<file path="src/rtl/uart_pkg.sv">
// rtl/uart_pkg.sv - shared types and constants for the UART transmit path
package uart_pkg;

  typedef enum logic [1:0] {
    IDLE  = 2'd0,
    SEND  = 2'd1,
    DRAIN = 2'd2,
    GAP   = 2'd3
  } arb_state_t;

  // One bit time at 9600 baud from a 12 MHz clock.
  localparam int CLKS_PER_BIT = 1250;

  typedef logic [7:0] byte_t;

endpackage

</file>
<file path="src/rtl/uart_tx_arbiter_rr_select.sv">
// rtl/uart_tx_arbiter_rr_select.sv - combinational round-robin pick:
// first asserted request at or after ptr, wrapping modulo N
module rr_select #(
  parameter int N     = 4,
  parameter int IDX_W = (N > 1) ? $clog2(N) : 1
) (
  input  logic [N-1:0]     req,
  input  logic [IDX_W-1:0] ptr,
  output logic [IDX_W-1:0] idx,
  output logic             found
);

  // Walk from the farthest candidate back to ptr so the nearest one wins.
  always_comb begin
    idx   = '0;
    found = 1'b0;
    for (int k = N - 1; k >= 0; k--) begin
      if (req[(int'(ptr) + k) % N]) begin
        idx   = IDX_W'((int'(ptr) + k) % N);
        found = 1'b1;
      end
    end
  end

endmodule

</file>
<file path="src/rtl/uart_tx_arbiter.sv">
// rtl/uart_tx_arbiter.sv - frame-granular round-robin sharing of one UART
// transmitter byte port, with an idle gap between frames
module uart_tx_arbiter
  import uart_pkg::*;
#(
  parameter int NUM_REQ    = 4,
  parameter int MAX_BYTES  = 64,
  parameter int GAP_CYCLES = CLKS_PER_BIT,
  parameter int ID_W       = $clog2(NUM_REQ)
) (
  input  logic                 clock_12MHz,
  input  logic                 reset,
  input  logic [NUM_REQ-1:0]   req_valid,
  input  logic [8*NUM_REQ-1:0] req_data,
  input  logic [NUM_REQ-1:0]   req_last,
  output logic [NUM_REQ-1:0]   req_ready,
  output logic [7:0]           tx_data,
  output logic                 tx_valid,
  input  logic                 tx_ready,
  output logic [ID_W-1:0]      grant_id,
  output logic                 busy
);

  arb_state_t      state;
  logic [ID_W-1:0] rr_ptr;
  logic [ID_W-1:0] sel_idx;
  logic            sel_found;
  logic [ID_W-1:0] next_ptr;
  logic [7:0]      byte_cnt;
  logic [15:0]     gap_cnt;
  logic            reg_open;
  logic            take;
  byte_t           cur_byte;
  logic            cur_valid;
  logic            cur_last;

  rr_select #(
    .N     (NUM_REQ),
    .IDX_W (ID_W)
  ) u_rr_select (
    .req   (req_valid),
    .ptr   (rr_ptr),
    .idx   (sel_idx),
    .found (sel_found)
  );

  assign reg_open = !tx_valid || tx_ready;
  assign busy     = (state != IDLE);
  assign next_ptr = (int'(grant_id) == NUM_REQ - 1) ? '0 : grant_id + 1'b1;

  // Mux out the granted requester's lane; ready only ever reaches that lane.
  always_comb begin
    cur_byte  = '0;
    cur_valid = 1'b0;
    cur_last  = 1'b0;
    req_ready = '0;
    for (int i = 0; i < NUM_REQ; i++) begin
      if (grant_id == ID_W'(i)) begin
        cur_byte  = req_data[8*i +: 8];
        cur_valid = req_valid[i];
        cur_last  = req_last[i];
        if (state == SEND && !reset) begin
          req_ready[i] = reg_open;
        end
      end
    end
  end

  assign take = (state == SEND) && cur_valid && reg_open;

  always_ff @(posedge clock_12MHz) begin
    if (reset) begin
      state    <= IDLE;
      rr_ptr   <= '0;
      tx_valid <= 1'b0;
      tx_data  <= '0;
      grant_id <= '0;
      byte_cnt <= '0;
      gap_cnt  <= '0;
    end else begin
      unique case (state)
        IDLE: begin
          if (sel_found) begin
            grant_id <= sel_idx;
            byte_cnt <= '0;
            state    <= SEND;
          end
        end
        SEND: begin
          if (take) begin
            tx_data  <= cur_byte;
            tx_valid <= 1'b1;
            byte_cnt <= byte_cnt + 1'b1;
            // A byte cap release and a real frame end look the same here.
            if (cur_last || byte_cnt == 8'(MAX_BYTES - 1)) begin
              state <= DRAIN;
            end
          end else if (tx_ready) begin
            tx_valid <= 1'b0;
          end
        end
        DRAIN: begin
          if (reg_open) begin
            tx_valid <= 1'b0;
            rr_ptr   <= next_ptr;
            if (GAP_CYCLES == 0) begin
              state <= IDLE;
            end else begin
              gap_cnt <= 16'(GAP_CYCLES - 1);
              state   <= GAP;
            end
          end
        end
        GAP: begin
          tx_valid <= 1'b0;
          if (gap_cnt == '0) begin
            state <= IDLE;
          end else begin
            gap_cnt <= gap_cnt - 1'b1;
          end
        end
        default: state <= IDLE;
      endcase
    end
  end

endmodule

</file>
<file path="config.mk">
export PLATFORM = sky130hd
export DESIGN_NAME = uart_tx_arbiter
export DESIGN_NICKNAME = d
export VERILOG_FILES = /design/src/rtl/uart_pkg.sv /design/src/rtl/uart_tx_arbiter_rr_select.sv /design/src/rtl/uart_tx_arbiter.sv
export SDC_FILE = /design/constraint.sdc
export NUM_CORES = 1
export LEC_CHECK = 0
export ABC_CLOCK_PERIOD_IN_PS = 2500
export CORE_ASPECT_RATIO = 0.7
export CORE_MARGIN = 1.5
export CORE_UTILIZATION = 29
export DETAILED_ROUTE_END_ITERATION = 7
export DONT_BUFFER_PORTS = 1
export HOLD_SLACK_MARGIN = 0.08
export SLEW_MARGIN = 20
export SYNTH_ARGS = -nofsm -noshare
export SYNTH_HDL_FRONTEND = slang
export SYNTH_HIERARCHICAL = 1
export SYNTH_SLANG_ARGS = --single-unit
</file>
<file path="constraint.sdc">
create_clock -name clock_12MHz -period 2.5 [get_ports clock_12MHz]
set_input_delay 0.625 -clock clock_12MHz [delete_from_list [all_inputs] [get_ports clock_12MHz]]
set_output_delay 0.625 -clock clock_12MHz [all_outputs]
set_load 0.1 [all_outputs]
</file>
==> reports/qor.csv, run 1 <==
metric,value,unit
status,finished clean,
clkSinkCount,39,
vdd_drop_max,0.000585,V
io_pins,59,
grt_pass1_wl,10400,um
fin_area,2810,um2
tightest_slew,0.607,ns
combPwrFrac,59.7,%
start_util,30.5,%
antenna_found_initial,0,
p_leak,1.04,nW
async_flop_share,0,%
synth_cell_types,46,
cts-resized-gates,0,
ctsRootBufferMaster,clkbuf_16,
ys_ff_latch,39,
crit_top_cell,inv_1,
syn_avg_cell_area,7.85,um2
p_clk_share,16.0,%
crit_arrival,1.82,ns
postCtsHoldBufs,0,
swShare,50.0,%
clock_skew,0.00457,ns
seqPwrFrac,24.3,%
criticalPathCategory,register to output port,
clock.fmax,409,MHz
maxSlewHeadroom,59.5,%
finalSetupViolCount,0,
hold_violations,0,
maxCapViolCount,0,
coreArea,8010,um2
drt_iter0_markers,108,
grt_start_max_net_pins,23,
path_buf_inv,2,
power.internal,0.00192,W
num_vias,2316,
cts.path.max_buffers,2,
finalNetCount,379,
period_needed,2.45,ns
rsz0062_at_grt,yes,
final_util,35.1,%
crit_fanout,4,
yosys_warnings,6,
cts_inserted_buffers,5,
dp_hpwl,4720,um
overflow,0,
area_growth,15.1,%
synth_area_leader_cell,dfxtp_1,
crit_chain,inv_1 -> ha_1 -> inv_1 -> nor3_1 -> and2_2,
pre_cts_slack,0.311,ns
startpoint_type,register,
worst_ep_required_time,1.88,ns
clk_pin_slew,0.06,ns
routedWlPerCell,15.0,um
p_sw,0.00192,W
wirelength,6370,um
post-route-drc-count,0,
fp.dieW,113,um
place_inst,418,
grt_pass1_vias,2113,
drv_slew,0,
diodes,0,
period_share,97.9,%
synthDominantCellAreaShare,32.0,%
gp_congestion,0.817,
synth_edf_count,0,
p_per_area,1370,nW/um2
ys_top_cells_by_area,"dfxtp_1 32%, a21oi_1 7.4%, ha_1 6.2%",
insertion_delay,0.28,ns
final_cells,426,
dr.pass1.iters,4,
drive_gt1_share,12.3,%
grt_use_total,14.3,%
vias_per_cell,5.44,
crit_family,simple AND/OR/NAND/NOR gates,
place_area,2670,um2
synth_ff_type,dfxtp_1,
finalWorstSetupSlack,0.0527,ns
holdCritPathClass,primary input to register,
dieHeight,79.7,um
htreeDepth,2,
synth-seq-area-share,32.0,%
portBuffers,0,
rows,27,
synth.cell_area,2440,um2
floorplan.die_area,8980,um2
synth_nets,366,
syn_inst,311,
max_stage_delay,0.54,ns
ff2ff_setup_slack,0.27,ns
end_kind,output port,
cts_tree,done,
crit_slowest_cell,and2_2,
antenna_left,0,
-- power by group through the flow --
stage                     registers (W)  logic [W]  clock network (W)
after global routing           0.000960    0.00250           0.000654
after floorplan                 0.00130    0.00151                  0
after global placement         0.000937    0.00224                  0
after detailed placement       0.000942    0.00227                  0
after CTS                      0.000933    0.00229           0.000628
final                          0.000934    0.00229           0.000614
-- through the flow --
stage | hold slack, ns | TNS, ns | total power [W]
2_1_floorplan | 0.455 | -0.0340 | 0.00281
3_3_place_gp | 0.483 | 0 | 0.00317
3_5_place_dp | 0.489 | 0 | 0.00321
4_1_cts | 0.407 | 0 | 0.00385
5_1_grt | 0.400 | -0.206 | 0.00412
6_report | 0.408 | 0 | 0.00384
-- worst paths after layout --
check        depth (start not counted)      endpoint        start
min reg2reg                          2   gap_cnt[11]  gap_cnt[11]
max reg2reg                          8      state[1]  grant_id[1]
min                                  1   grant_id[0]        reset
max                                  5  req_ready[2]     state[1]
-- synthesized netlist by cell type (2+ instances only) --
cell	number
nand2_1	22
o21ai_0	15
buf_6	2
a211oi_1	6
a31oi_1	2
a221oi_1	9
inv_1	15
and4bb_2	2
a2111o_1	2
ha_1	12
nand3b_1	4
o211ai_1	9
dfxtp_1	39
clkbuf_1	14
a21oi_1	36
and2_1	4
or4_1	4
o2111ai_1	3
nor2b_1	11
nor3_1	16
o41ai_1	2
xor2_1	9
a311oi_1	3
a21boi_0	2
nand2b_1	4
nand3_1	8
nor2_1	32
and3_1	4
xnor2_1	3
-- state kept, by name, summed over array words and instances (netlist names) --
name,flops
byte_cnt,8
tx_data,8
tx_valid,1
gap_cnt,16
rr_ptr,2
state,2
grant_id,2
-- cells in the final DEF, fill, tap and decap left out, types with 2 or more instances in the layout --
cell,n
nand2_1,22
a211oi_1,6
xor2_1,9
or4_1,4
clkbuf_16,5
nand3_1,8
dfxtp_1,37
and3_1,4
nand3b_1,4
xnor2_1,3
and4bb_2,2
nor2b_1,11
o41ai_1,2
ha_1,12
buf_4,22
nor2_1,32
a21boi_0,2
o21ai_0,15
nor3_1,16
a221oi_1,9
o211ai_1,9
clkbuf_1,2
a311oi_1,3
nand2b_1,4
o2111ai_1,3
inv_1,15
and2_2,3
a2111o_1,2
a21oi_1,36
a31oi_1,2
dfxtp_4,2
-- layout make-up --
| class | instances | area, um2 |
|---|---|---|
| fill | 807 | 5200 |
| clock inverter | 1 | 5.00 |
| sequential | 39 | 788 |
| clock buffer | 7 | 133 |
| inverter | 15 | 56.3 |
| timing repair buffer | 22 | 165 |
| tap | 101 | 126 |
| multi-input combinational | 241 | 1530 |
-- worst reg2reg max path: cells and delay by family, from the launching register on --
family,cells,cell delay (ns)
flops,1,0.36
buf+inv,2,0.25
fa+ha+maj,1,0.20
simple gates,3,0.83
compound gates,2,0.52
-- metal layers --
metal	track usage [%]	routed length (um)
met5	0	0
met4	3.04	43
met3	3.72	420
met2	21.6	2740
met1	20.3	3170
-- repair_timing --
action | CTS | global route
endpoints found under the hold margin | 0 | 0
endpoints found under the setup margin | 0 | 3
buffers inserted | 0 | 0
-- cell families after synthesis --
logic type / after synthesis / share of synthesized area [%]
buffers and inverters: 31 / 5.38
DFF: 39 / 32.0
AOI/OAI and AO/OA: 99 / 26.9
and+or+nand+nor: 117 / 24.8
adders and majority gates: 12 / 6.15
muxes: 1 / 0.410
xor gates and xnor gates: 12 / 4.31
No activity file was read; power rests on OpenSTA's default activity.
==> inputs of run 2 (changes only) <==
REMOVE_ABC_BUFFERS = 1   (was unset)
==> reports/qor.csv, run 2 (synthesized netlist as in run 1, its figures left out) <==
metric,value,unit,change
num_vias,2313,,was 2316
clock_skew,0.00467,ns,was 0.00457 ns
postCtsHoldBufs,0,,unchanged
antenna_found_initial,0,,unchanged
layout_commonest_cell,dfxtp_1,,unchanged
final.setup.tns,0,ns,unchanged
criticalPathCategory,register to output port,,unchanged
pre_cts_slack,0.231,ns,was 0.311 ns
period_share,93.8,%,was 97.9%
max_stage_delay,0.37,ns,was 0.54 ns
grt_pass1_wl,10800,um,was 10400 um
maxCapViolCount,0,,unchanged
place_area,2730,um2,was 2670 um2
clock.fmax,426,MHz,was 409 MHz
crit_fanout,11,,was 4
cts_inserted_buffers,5,,unchanged
crit_arrival,1.72,ns,was 1.82 ns
fin_area,2880,um2,was 2810 um2
finalSetupViolCount,0,,unchanged
reg.largest.list,"gap_cnt x16, byte_cnt x8, tx_data x8",,unchanged
diodes,0,,unchanged
status,finished clean,,unchanged
grt_pass1_vias,2205,,was 2113
io_pins,59,,unchanged
routedWlPerCell,14.6,um,was 15.0 um
coreArea,8010,um2,unchanged
crit_slowest_cell,ha_2,,was and2_2
startpoint_type,register,,unchanged
drive_gt1_share,12.2,%,was 12.3%
wirelength,6250,um,was 6370 um
end_kind,output port,,unchanged
hold_violations,0,,unchanged
p_per_area,1330,nW/um2,was 1370 nW/um2
p_leak,1.07,nW,was 1.04 nW
post-route-drc-count,0,,unchanged
final_cell_mix,"38 x dfxtp_1, 36 x a21oi_1, 32 x nor2_1",,"was 37 x dfxtp_1, 36 x a21oi_1, 32 x nor2_1"
largest-register,gap_cnt,,unchanged
area_growth,17.9,%,was 15.1%
largest_reg_flops,16,,unchanged
period_needed,2.35,ns,was 2.45 ns
grt_start_max_net_pins,23,,unchanged
dr.pass1.iters,4,,unchanged
dp_hpwl,4810,um,was 4720 um
rsz0062_at_grt,no,,was yes
drt_iter0_markers,132,,was 108
insertion_delay,0.29,ns,was 0.28 ns
hold_ws,0.399,ns,was 0.408 ns
maxSlewHeadroom,61.3,%,was 59.5%
antenna_left,0,,unchanged
clkSinkCount,39,,unchanged
crit_chain,buf_4 -> ha_2 -> and2_1 -> buf_12,,was inv_1 -> ha_1 -> inv_1 -> nor3_1 -> and2_2
finalNetCount,382,,was 379
finalWorstSetupSlack,0.155,ns,was 0.0527 ns
tightest_slew,0.579,ns,was 0.607 ns
cts.path.max_buffers,2,,unchanged
drv_slew,0,,unchanged
clk_pin_slew,0.05,ns,was 0.06 ns
fp.dieW,113,um,unchanged
overflow,0,,unchanged
holdCritPathClass,primary input to register,,unchanged
grt_use_total,15.0,%,was 14.3%
vdd_drop_max,0.000571,V,was 0.000585 V
start_util,30.5,%,unchanged
totalPowerFinal,0.00384,W,about the same
worst_ep_required_time,1.88,ns,about the same
rows,27,,unchanged
vias_per_cell,5.39,,was 5.44
htreeDepth,2,,unchanged
dieHeight,79.7,um,unchanged
floorplan.die_area,8980,um2,unchanged
ctsRootBufferMaster,clkbuf_16,,unchanged
portBuffers,0,,unchanged
gp_congestion,0.809,,was 0.817
cts_tree,done,,unchanged
## run 2: cell types whose count changed in the layout (fill, tap and decap cells not counted), moves of 2 or more
cell and change:
dfxtp_4 -2, and2_2 -3, and2_1 +4, buf_12 +4
## run 2: final cells by class
type | instances | area [um2]
clock inverters | 1 | 5.00
multi-input cells | 241 | 1540
repair buffers | 25 | 238
clock buffers | 7 | 133
inverters | 15 | 56.3
fillers | 806 | 5130
well taps | 101 | 126
flip-flops and latches | 39 | 782
## run 2: repair_timing
| item | CTS | global route |
|---|---|---|
| setup endpoints to repair | 0 | 3 |
| hold endpoints to repair | 0 | 0 |
| gates resized for setup | 0 | 4 |
| setup buffers | 0 | 0 |
## run 2: per-stage QoR
stage	util, %	std cells
6_report	35.9	429
5_1_grt	35.9	429
4_1_cts	35.8	429
3_5_place_dp	34.1	421
3_3_place_gp	34.1	421
2_1_floorplan	-	295
## run 2: metal layers
layer / wire (um) / part of all wire (%) / vias to the layer above / global-route usage [%]
met5: 0 / 0 / - / 0
met4: 67 / 1.1 / 0 / 4.18
met3: 381 / 6.1 / 7 / 3.95
met2: 2520 / 40 / 61 / 21.6
met1: 3280 / 52 / 1066 / 21.8
li1: - / - / 1179 / -
## run 2: worst max-delay path: cells and delay by family, from the launching register on
kind	cells	cell delay [ns]
adder cells (fa/ha/maj)	1	0.37
buffers and inverters	2	0.50
flip-flops	1	0.35
AND/OR/NAND/NOR	1	0.21
## run 2: path summary, 6_finish.rpt
kind,start,to,slack [ns],cells past startpoint
setup / recovery,grant_id[1],req_ready[3],0.15,4
hold / removal,reset,grant_id[0],0.40,1
setup reg to reg,grant_id[1],state[1],0.30,8
hold reg to reg,grant_id[0],grant_id[0],0.50,2
## run 2: where the power goes
group	internal [W]	switching, W	total (W)	leakage (nW)
Clock	0.000369	0.000250	0.000619	0.0679
Combinational	0.000763	0.00152	0.00229	0.680
Sequential	0.000801	0.000131	0.000932	0.318
Total	0.00193	0.00191	0.00384	1.07
==> inputs of run 3 (changes only) <==
ABC_CLOCK_PERIOD_IN_PS = unset   (was 2500)
CORE_MARGIN = unset   (was 1.5)
==> reports/qor.csv, run 3 (synthesized netlist as in run 1, its figures left out) <==
metric,value,unit,change
cts-resized-gates,0,,unchanged
portBuffers,0,,unchanged
place_area,2730,um2,unchanged
clkSinkCount,39,,unchanged
rows,27,,unchanged
clock.fmax,426,MHz,about the same
violations,DRC,,
maxSlewHeadroom,62.2,%,was 61.3%
grt_pass1_wl,10700,um,was 10800 um
cts_inserted_buffers,5,,unchanged
p_leak,1.08,nW,was 1.07 nW
wirelength,6280,um,was 6250 um
period_needed,2.35,ns,about the same
tightest_slew,0.566,ns,was 0.579 ns
antenna_left,0,,unchanged
fp.dieW,112,um,was 113 um
gp_congestion,0.817,,was 0.809
postCtsHoldBufs,0,,unchanged
largest_reg_flops,16,,unchanged
dieHeight,78.7,um,was 79.7 um
grt_use_met3,5.34,%,was 3.95%
period_share,93.9,%,was 93.8%
htreeDepth,2,,unchanged
postCtsSetupRepairBufs,0,,unchanged
area_growth,18.9,%,was 17.9%
crit_chain,inv_1 -> ha_1 -> inv_1 -> nor3_4 -> and2_1 -> buf_12,,was buf_4 -> ha_2 -> and2_1 -> buf_12
ctsRootBufferMaster,clkbuf_16,,unchanged
fin_area,2900,um2,was 2880 um2
finalSetupViolCount,0,,unchanged
worstRegToRegCells,8,,unchanged
vias_per_cell,5.33,,was 5.39
grtUsageMet2,20.6,%,was 21.6%
dp_hpwl,4640,um,was 4810 um
end_kind,output port,,unchanged
grt_pass1_vias,2076,,was 2205
grt_start_max_net_pins,24,,was 23
crit_start,state[1],,was grant_id[1]
holdCritPathClass,primary input to register,,unchanged
routedWlPerCell,14.6,um,about the same
status,finished with violations,,was finished clean
worstReg2RegEnd,state[1],,unchanged
largest-register,gap_cnt,,unchanged
grt_use_total,15.4,%,was 15.0%
final_cell_mix,"39 x dfxtp_1, 36 x a21oi_1, 32 x nor2_1",,"was 38 x dfxtp_1, 36 x a21oi_1, 32 x nor2_1"
dr.pass1.iters,7,,was 4
coreArea,8010,um2,unchanged
worst_ep_required_time,1.88,ns,about the same
ff2ff_setup_slack,0.21,ns,was 0.30 ns
drt_iter0_markers,127,,was 132
drv_slew,0,,unchanged
crit_fanout,8,,was 11
io_pins,59,,unchanged
clk_pin_slew,0.06,ns,was 0.05 ns
antenna_found_initial,0,,unchanged
maxCapViolCount,0,,unchanged
top_usage_layer,met1,,unchanged
finalNetCount,382,,unchanged
max_stage_delay,0.33,ns,was 0.37 ns
insertion_delay,0.29,ns,about the same
r2r-start,grant_id[1],,unchanged
use_met1,21.5,%,was 21.8%
num_vias,2286,,was 2313
final.setup.tns,0,ns,unchanged
crit_arrival,1.72,ns,about the same
overflow,0,,unchanged
rsz0062_at_grt,no,,unchanged
start_util,30.5,%,unchanged
crit_slowest_cell,dfxtp_1,,was ha_2
cts.path.max_buffers,2,,unchanged
layout_commonest_cell,dfxtp_1,,unchanged
crit_top_cell,inv_1,,
vdd_drop_max,0.000658,V,was 0.000571 V
reg.largest.list,"gap_cnt x16, byte_cnt x8, tx_data x8",,unchanged
post-route-drc-count,3,,was 0
clock_skew,0.00224,ns,was 0.00467 ns
startpoint_type,register,,unchanged
p_per_area,1350,nW/um2,was 1330 nW/um2
criticalPathCategory,register to output port,,unchanged
cp-endpoint,req_ready[3],,unchanged
cts_tree,done,,unchanged
floorplan.die_area,8790,um2,was 8980 um2
drive_gt1_share,12.2,%,unchanged
hold_violations,0,,unchanged
diodes,0,,unchanged
run 3: where the power goes:
group | switching (W) | total, W | leakage [nW] | internal [W]
Clock | 0.000261 | 0.000686 | 0.0761 | 0.000424
Combinational | 0.00154 | 0.00229 | 0.685 | 0.000759
Sequential | 0.000128 | 0.000928 | 0.318 | 0.000800
run 3: worst min-delay path by stage:
stage	end	start	cells past startpoint
4_1_cts	rr_ptr[1]	reset	1
3_5_place_dp	gap_cnt[3]	gap_cnt[3]	2
5_1_grt	byte_cnt[2]	reset	1
6_report	rr_ptr[1]	reset	1
2_1_floorplan	gap_cnt[3]	gap_cnt[3]	2
3_3_place_gp	gap_cnt[3]	gap_cnt[3]	2
run 3: critical path: cells and delay by family, from the launching register on:
kind	cells	cell delay, ns
DFF	1	0.33
buffers and inverters	3	0.46
adders and majority gates	1	0.18
and+or+nand+nor	2	0.46
run 3: through the flow:
step | hold WS (ns) | utilization (%) | power [W] | setup WS [ns] | cells
2_1_floorplan | 0.455 | - | 0.00268 | -0.695 | 295
3_3_place_gp | 0.473 | 34.1 | 0.00319 | 0.332 | 421
3_5_place_dp | 0.479 | 34.1 | 0.00320 | 0.260 | 421
4_1_cts | 0.392 | 36.1 | 0.00391 | 0.0204 | 429
5_1_grt | 0.389 | 36.2 | 0.00420 | 0.0249 | 429
6_report | 0.398 | 36.2 | 0.00391 | 0.153 | 429
run 3: layout make-up:
cell class	count	area (um2)
Clock buffer	7	153
Clock inverter	1	7.51
Inverter	15	56.3
Sequential cell	39	781
Tap cell	101	126
Timing Repair Buffer	25	238
Fill cell	820	5110
Multi-Input combinational cell	241	1540
run 3: per-layer routing:
metal | vias up | routed length [um]
li1 | 1179 | -
met3 | 8 | 416
met4 | 0 | 102
met2 | 61 | 2470
met1 | 1038 | 3280
met5 | - | 0
